[config.mk]
export PLATFORM = sky130hd
export DESIGN_NAME = nic_controller
export DESIGN_NICKNAME = d
export VERILOG_FILES = /design/src/rtl/nic_pkg.sv /design/src/rtl/nic_channel_fifo.sv /design/src/rtl/nic_controller.sv
export SDC_FILE = /design/constraint.sdc
export NUM_CORES = 1
export LEC_CHECK = 0
export ABC_AREA = 1
export CAP_MARGIN = 20
export CELL_PAD_IN_SITES_DETAIL_PLACEMENT = 1
export CELL_PAD_IN_SITES_GLOBAL_PLACEMENT = 1
export CORE_ASPECT_RATIO = 1.5
export CORE_MARGIN = 3
export CORE_UTILIZATION = 39
export CTS_CLUSTER_SIZE = 16
export DETAILED_ROUTE_END_ITERATION = 10
export PLACE_DENSITY_LB_ADDON = 0.1
export SLEW_MARGIN = 10
export SYNTH_ARGS = -nofsm -noshare
export SYNTH_HDL_FRONTEND = slang
export SYNTH_SLANG_ARGS = --single-unit
[constraint.sdc]
create_clock -name clk -period 4.7 [get_ports clk]
set_input_delay 1.41 -clock clk [delete_from_list [all_inputs] [get_ports clk]]
set_output_delay 1.41 -clock clk [all_outputs]
set_load 0.02 [all_outputs]
[src/rtl/nic_pkg.sv]
// Shared constants for the NIC controller slice: register map, data width, bit positions.
// No logic; pure declarations.
// Not applicable (no flow control in a package).
package nic_pkg;

  // Processor-visible register map, selected by the 2-bit addr.
  localparam logic [1:0] NIC_ADDR_IN_BUF   = 2'b00;
  localparam logic [1:0] NIC_ADDR_IN_STAT  = 2'b01;
  localparam logic [1:0] NIC_ADDR_OUT_BUF  = 2'b10;
  localparam logic [1:0] NIC_ADDR_OUT_STAT = 2'b11;

  // Packet/data width. Buses are numbered [0:NIC_DATA_W-1], so bit 63 is the LSB.
  localparam int NIC_DATA_W = 64;

  // Status flags are returned in the LSB of the read word.
  localparam int NIC_STAT_BIT = 63;

  // Virtual-channel bit of a packet (the MSB in [0:63] numbering).
  localparam int NIC_VC_BIT = 0;

endpackage

[src/rtl/nic_channel_fifo.sv]
// Generic circular FIFO for one NIC channel; head, full and nonempty come from registered state.
// Latency: a push is visible at the head the cycle after the push edge.
// Backpressure: push is ignored while full, pop ignored while empty; both may occur in one cycle.
module nic_channel_fifo #(
  parameter int DEPTH = 2,
  parameter int WIDTH = 64
) (
  input  logic             clk,
  input  logic             reset,
  input  logic             push,
  input  logic [0:WIDTH-1] push_dat,
  input  logic             pop,
  output logic [0:WIDTH-1] head_dat,
  output logic             full,
  output logic             nonempty
);

  localparam int PTR_W = (DEPTH > 1) ? $clog2(DEPTH) : 1;
  localparam int CNT_W = $clog2(DEPTH + 1);
  localparam logic [PTR_W-1:0] LAST_PTR  = PTR_W'(DEPTH - 1);
  localparam logic [CNT_W-1:0] FULL_CNT  = CNT_W'(DEPTH);

  logic [0:WIDTH-1] mem [DEPTH];
  logic [PTR_W-1:0] wr_ptr;
  logic [PTR_W-1:0] rd_ptr;
  logic [CNT_W-1:0] count;

  logic push_ok;
  logic pop_ok;

  // Qualify requests against the pre-edge flags so a full FIFO never accepts data,
  // even when it is being drained in the same cycle.
  assign full     = (count == FULL_CNT);
  assign nonempty = (count != '0);
  assign push_ok  = push && !full;
  assign pop_ok   = pop && nonempty;

  // Head is forced to zero when empty so stale entries never leak out.
  assign head_dat = nonempty ? mem[rd_ptr] : '0;

  // Storage write; data needs no reset because count gates visibility.
  always_ff @(posedge clk) begin
    if (push_ok) begin
      mem[wr_ptr] <= push_dat;
    end
  end

  // Pointer and occupancy update; pointers wrap modulo DEPTH.
  always_ff @(posedge clk or posedge reset) begin
    if (reset) begin
      wr_ptr <= '0;
      rd_ptr <= '0;
      count  <= '0;
    end else begin
      if (push_ok) begin
        wr_ptr <= (wr_ptr == LAST_PTR) ? '0 : wr_ptr + 1'b1;
      end
      if (pop_ok) begin
        rd_ptr <= (rd_ptr == LAST_PTR) ? '0 : rd_ptr + 1'b1;
      end
      case ({push_ok, pop_ok})
        2'b10:   count <= count + 1'b1;
        2'b01:   count <= count - 1'b1;
        default: count <= count;
      endcase
    end
  end

endmodule

[src/rtl/nic_controller.sv]
// NIC between the processor's polled register port and one router port, with an in and out channel FIFO.
// Latency: router packet readable the cycle after capture; processor store offered to the router the cycle after the write.
// Backpressure: net_ri drops while the input FIFO is full; writes to a full output FIFO are dropped; net_so waits for net_ro.
// Optional: define NIC_POLARITY_FILTER_EN to hold net_so until the head packet's VC bit matches net_polarity.
module nic_controller
  import nic_pkg::*;
#(
  parameter int IN_DEPTH  = 2,
  parameter int OUT_DEPTH = 2,
  parameter int DATA_W    = NIC_DATA_W
) (
  input  logic              clk,
  input  logic              reset,
  input  logic [0:1]        addr,
  input  logic [0:DATA_W-1] d_in,
  output logic [0:DATA_W-1] d_out,
  input  logic              nicEn,
  input  logic              nicWrEn,
  input  logic              net_si,
  output logic              net_ri,
  input  logic [0:DATA_W-1] net_di,
  output logic              net_so,
  input  logic              net_ro,
  output logic [0:DATA_W-1] net_do,
  input  logic              net_polarity
);

  // Status flag lands in the LSB; tracks DATA_W if the width is overridden.
  localparam int STAT_BIT = NIC_STAT_BIT + DATA_W - NIC_DATA_W;

  logic              rd_en;
  logic              wr_en;
  logic [1:0]        reg_sel;

  logic              in_push;
  logic              in_pop;
  logic [0:DATA_W-1] in_head;
  logic              in_full;
  logic              in_nonempty;

  logic              out_push;
  logic              out_pop;
  logic [0:DATA_W-1] out_head;
  logic              out_full;
  logic              out_nonempty;

  assign reg_sel = addr;
  assign rd_en   = nicEn && !nicWrEn;
  assign wr_en   = nicEn && nicWrEn;

  // Router -> processor channel. net_ri is purely state-derived, so a pop in the
  // same cycle cannot open the input while it is full.
  assign net_ri  = !in_full;
  assign in_push = net_si && net_ri;
  assign in_pop  = rd_en && (reg_sel == NIC_ADDR_IN_BUF) && in_nonempty;

  nic_channel_fifo #(
    .DEPTH (IN_DEPTH),
    .WIDTH (DATA_W)
  ) u_in_fifo (
    .clk      (clk),
    .reset    (reset),
    .push     (in_push),
    .push_dat (net_di),
    .pop      (in_pop),
    .head_dat (in_head),
    .full     (in_full),
    .nonempty (in_nonempty)
  );

  // Processor -> router channel. A store to a full channel is silently lost;
  // software is expected to poll the out-status register first.
  assign out_push = wr_en && (reg_sel == NIC_ADDR_OUT_BUF) && !out_full;
  assign out_pop  = net_so && net_ro;
  assign net_do   = out_head;

  nic_channel_fifo #(
    .DEPTH (OUT_DEPTH),
    .WIDTH (DATA_W)
  ) u_out_fifo (
    .clk      (clk),
    .reset    (reset),
    .push     (out_push),
    .push_dat (d_in),
    .pop      (out_pop),
    .head_dat (out_head),
    .full     (out_full),
    .nonempty (out_nonempty)
  );

`ifdef NIC_POLARITY_FILTER_EN
  // Offer the head only on cycles whose router polarity matches the packet's VC.
  assign net_so = out_nonempty && (out_head[NIC_VC_BIT] == net_polarity);
`else
  // Polarity is not used in this build; the head is offered whenever present.
  logic unused_polarity;
  assign unused_polarity = net_polarity;
  assign net_so          = out_nonempty;
`endif

  // Combinational register read mux; zero whenever the port is not being read.
  always_comb begin
    d_out = '0;
    if (rd_en) begin
      case (reg_sel)
        NIC_ADDR_IN_BUF:   d_out = in_head;
        NIC_ADDR_IN_STAT:  d_out[STAT_BIT] = in_nonempty;
        NIC_ADDR_OUT_BUF:  d_out = '0;
        NIC_ADDR_OUT_STAT: d_out[STAT_BIT] = out_full;
        default:           d_out = '0;
      endcase
    end
  end

endmodule

==> results.rst <==
.. list-table::
   :header-rows: 1

   * - Metric
     - Value
   * - Outcome
     - finished, final reports clean
   * - Post-synth design cell area
     - 0.01021 mm2
   * - Clock root buffer
     - sky130_fd_sc_hd__clkbuf_16
   * - First-pass DRT Iterations
     - 4
   * - Kind of end point of the critical path
     - primary output
   * - Total routing resource utilization after global routing
     - 17.51%
   * - Max Transition Viols Final
     - 0
   * - Routed vias
     - 6655
   * - Top cell types by occurrence after synthesis
     - 276 x sky130_fd_sc_hd__nand2_1, 256 x sky130_fd_sc_hd__edfxtp_1, 78 x sky130_fd_sc_hd__a21oi_1
   * - WL/cell
     - 18.55 um
   * - Die Y-Extent
     - 204.2 um
   * - Maximum operating frequency
     - 216.7 MHz
   * - Kind of critical path
     - primary input to primary output
   * - Cell-by-cell listing of the critical path
     - clkdlybuf4s50_1 > inv_1 > nor2_2 > nand3_4 > buf_12 > a21oi_2 > clkdlybuf4s50_1
   * - Initial antenna violation count
     - 2
   * - Clock latency of the later-clocked register in the worst-skew pair
     - 0.52 ns
   * - Leakage dissipation
     - 5.715 nW
   * - Biggest cell delay along the critical path
     - 0.64 ns
   * - CP most frequent cell
     - sky130_fd_sc_hd__clkdlybuf4s50_1
   * - Mean number of vias per cell
     - 4.861
   * - Maximum fanout encountered on the critical timing path
     - 20
   * - Transition time of the tightest slew-check pin
     - 0.7573 ns
   * - Post-synthesis cell count
     - 753
   * - Overall routed net length
     - 25400 um
   * - Global placement routability congestion
     - 0.7414
   * - Number of violations of the max-capacitance limit
     - 0
   * - Finished layout cell area
     - 0.01420 mm2
   * - Starting density of the core
     - 40.20%
   * - Combinational family with the most area after synthesis
     - simple AND/OR/NAND/NOR gates
   * - Minimum hold slack
     - 0.4900 ns
   * - NumNets Final
     - 1160
   * - Post-synthesis sequential element count
     - 264
   * - Port bufs
     - 265
   * - Synth Area per Inst
     - 13.56 um2
   * - Multiplexer share of the synthesized area
     - 0%
   * - Hold Vio Cnt, Final
     - 0
   * - Share of the yosys chip area belonging to registers
     - 77.24%
   * - Cell with the biggest individual delay on the critical path
     - sky130_fd_sc_hd__clkdlybuf4s50_1
   * - Remaining DRCs
     - 0
   * - Warnings from Yosys
     - 0
   * - Library cell with the largest summed area after synthesis
     - sky130_fd_sc_hd__edfxtp_1
   * - Worst-case headroom to the max-slew limit
     - 49.51%
   * - Worst path arrival time
     - 3.20 ns
   * - Antenna Nets Post-Route
     - 0
   * - Pin count of the biggest net entering global routing
     - 67
   * - Post-synthesis share of cell area spent on and, or, nand and nor gates
     - 10.95%
   * - Startpoint Class
     - primary input
   * - Leading post-synthesis cells by cell area
     - sky130_fd_sc_hd__edfxtp_1 75%, sky130_fd_sc_hd__nand2_1 10%, sky130_fd_sc_hd__a21oi_2 4.3%
   * - Worst ir drop on vdd
     - 0.4254 mV
   * - Die area
     - 0.02820 mm2
   * - Required time reported for the critical path endpoint
     - 3.29 ns
   * - Nets in the synthesized netlist
     - 892
   * - Parity-gate share of the synthesized area counting xor and xnor cells
     - 0.4288%
   * - Synth top area share
     - 75.28%
   * - Clock-pin slew of the registers on the worst-case setup and hold paths
     - 0.06 ns
   * - Overflow after GRT
     - 0
   * - Most common cell in the synthesized netlist
     - sky130_fd_sc_hd__nand2_1
   * - Share of the clock period used by the worst path after layout
     - 98.17%
   * - Number of global-route vias before repair
     - 7220
   * - Worst-case clock skew
     - 0.01011 ns
   * - Final worst path period need
     - 4.614 ns
   * - Synthesis-to-finish area growth
     - 39.10%
   * - Die Wd
     - 138.1 um
   * - Number of buffers created by CTS
     - 26
   * - Placed cell area
     - 0.01328 mm2
   * - Adder and majority cell fraction of the synthesized area
     - 0.2450%
   * - Total number of clock tree sinks
     - 264
   * - Post-DP HPWL
     - 16270 um
   * - Number of buffers on the longest clock path
     - 3
   * - I/O pin total
     - 267
   * - Synthesized-area fraction occupied by ao, oa, aoi and oai cells
     - 8.184%
   * - Hold buffer count at cts
     - 0
   * - Setup repair after global routing missed its margin
     - no
   * - Share of layout cells above drive strength 1
     - 10.88%
   * - H-tree level count
     - 1
   * - Number of design-rule violations left by the first detailed-router iteration
     - 334
   * - Proportion of register bits with asynchronous set or reset after synthesis
     - 3.030%
   * - Netlist cell types
     - 20
   * - Kind of path behind the tightest hold check
     - flop to flop
   * - Number of endpoints failing setup at the final stage
     - 0
   * - Wire length of the first global-routing pass
     - 39320 um
   * - Number of enable-type register cells in the synthesized netlist
     - 256
   * - Most used DFF post-synth
     - sky130_fd_sc_hd__edfxtp_1
   * - Total power density per cell area
     - 541.1 mW/mm2
   * - Core Area
     - 0.02541 mm2
   * - TritonCTS clock tree
     - built
   * - Rows
     - 71
   * - Number of post-CTS setup repair buffers
     - 0
cell type report:
| cell class | count | area [um2] |
|---|---|---|
| fillers | 2528 | 11200 |
| flip-flops and latches | 264 | 7890 |
| repair buffers | 281 | 2958 |
| multi-input cells | 429 | 2061 |
| clock buffers | 32 | 694.4 |
| well taps | 328 | 410.4 |
| clock inverters | 14 | 115.1 |
| inverters | 19 | 71.32 |
| diodes | 2 | 5.005 |
power by group:
part,internal [mW],switching (mW)
Clock,1.15,0.827
Combinational,0.977,1.68
Sequential,2.96,0.0955
Total,5.09,2.60
state kept, by name, indices dropped and copies added, names as in the netlist:
name and flops:
u_in_fifo.count 2, u_in_fifo.mem 128, u_in_fifo.rd_ptr 1, u_in_fifo.wr_ptr 1, u_out_fifo.count 2, u_out_fifo.mem 128
u_out_fifo.rd_ptr 1, u_out_fifo.wr_ptr 1
per-stage QoR:
step	instances	util (%)	worst slack, ns	total power [mW]	TNS [ns]
after floorplan	753	-	0.003593	4.603	0
after global placement	1321	52.27	0.02538	5.780	0
after detailed placement	1321	52.27	-0.01391	5.821	-0.01391
after CTS	1367	55.45	0.009137	7.837	0
after global routing	1369	55.91	0.001826	8.148	0
final	1369	55.91	0.08591	7.687	0
final timing paths:
path	startpoint	cells past startpoint	end	slack, ns
setup / recovery	nicEn	7	d_out[47]	0.09
max in group asynchronous	reset	2	u_out_fifo.rd_ptr	3.29
setup reg to reg	u_out_fifo.count[0]	7	u_out_fifo.count[1]	2.58
min in group asynchronous	reset	2	u_in_fifo.wr_ptr	1.14
hold reg to reg	u_out_fifo.wr_ptr	2	u_out_fifo.wr_ptr	0.49
hold / removal	u_out_fifo.wr_ptr	2	u_out_fifo.wr_ptr	0.49
worst max-delay path, delay by kind of cell:
family | cells | cell delay [ns]
and+or+nand+nor | 2 | 0.30
buffers and inverters | 4 | 1.36
AOI/OAI and AO/OA | 1 | 0.11
kinds of logic (layout without fill, tap and decap cells):
kind of cell    Yosys count  count (layout)
buf+inv                  60             346
other cells               0               2
fa+ha+maj                 2               2
xor+xnor                  5               5
simple gates            293             293
flops                   264             264
compound gates          129             129
routing by layer:
metal  up-vias  routed length [um]  GRT usage [%]  part of all wire (%)
met5         -                   0              0                     0
met4         0                 552          5.720                   2.2
met3        34                1866          5.080                   7.3
met2       209               13080          30.85                    51
met1      3250                9903          20.64                    39
li1       3162                   -              -                     -
what timing repair did:
action                                  4_1_cts  5_1_grt
gates resized for setup                       2       45
pin swaps                                     0        0
endpoints found under the setup margin        2       45
layout by cell type, fill, tap and decap left out, drive strengths merged:
| cell | instances |
|---|---|
| dlymetal6s2s | 45 |
| bufinv | 2 |
| xor2 | 2 |
| a21boi | 1 |
| diode | 2 |
| xnor2 | 3 |
| nor2 | 10 |
| dlygate4sd2 | 2 |
| buf | 16 |
| a21oi | 128 |
| ha | 2 |
| nand3 | 5 |
| clkinv | 11 |
| nand4 | 1 |
| clkbuf | 32 |
| inv | 20 |
| nand2 | 277 |
| dfrtp | 8 |
| clkdlybuf4s50 | 218 |
| edfxtp | 256 |
No activity file was read; power rests on OpenSTA's default activity.
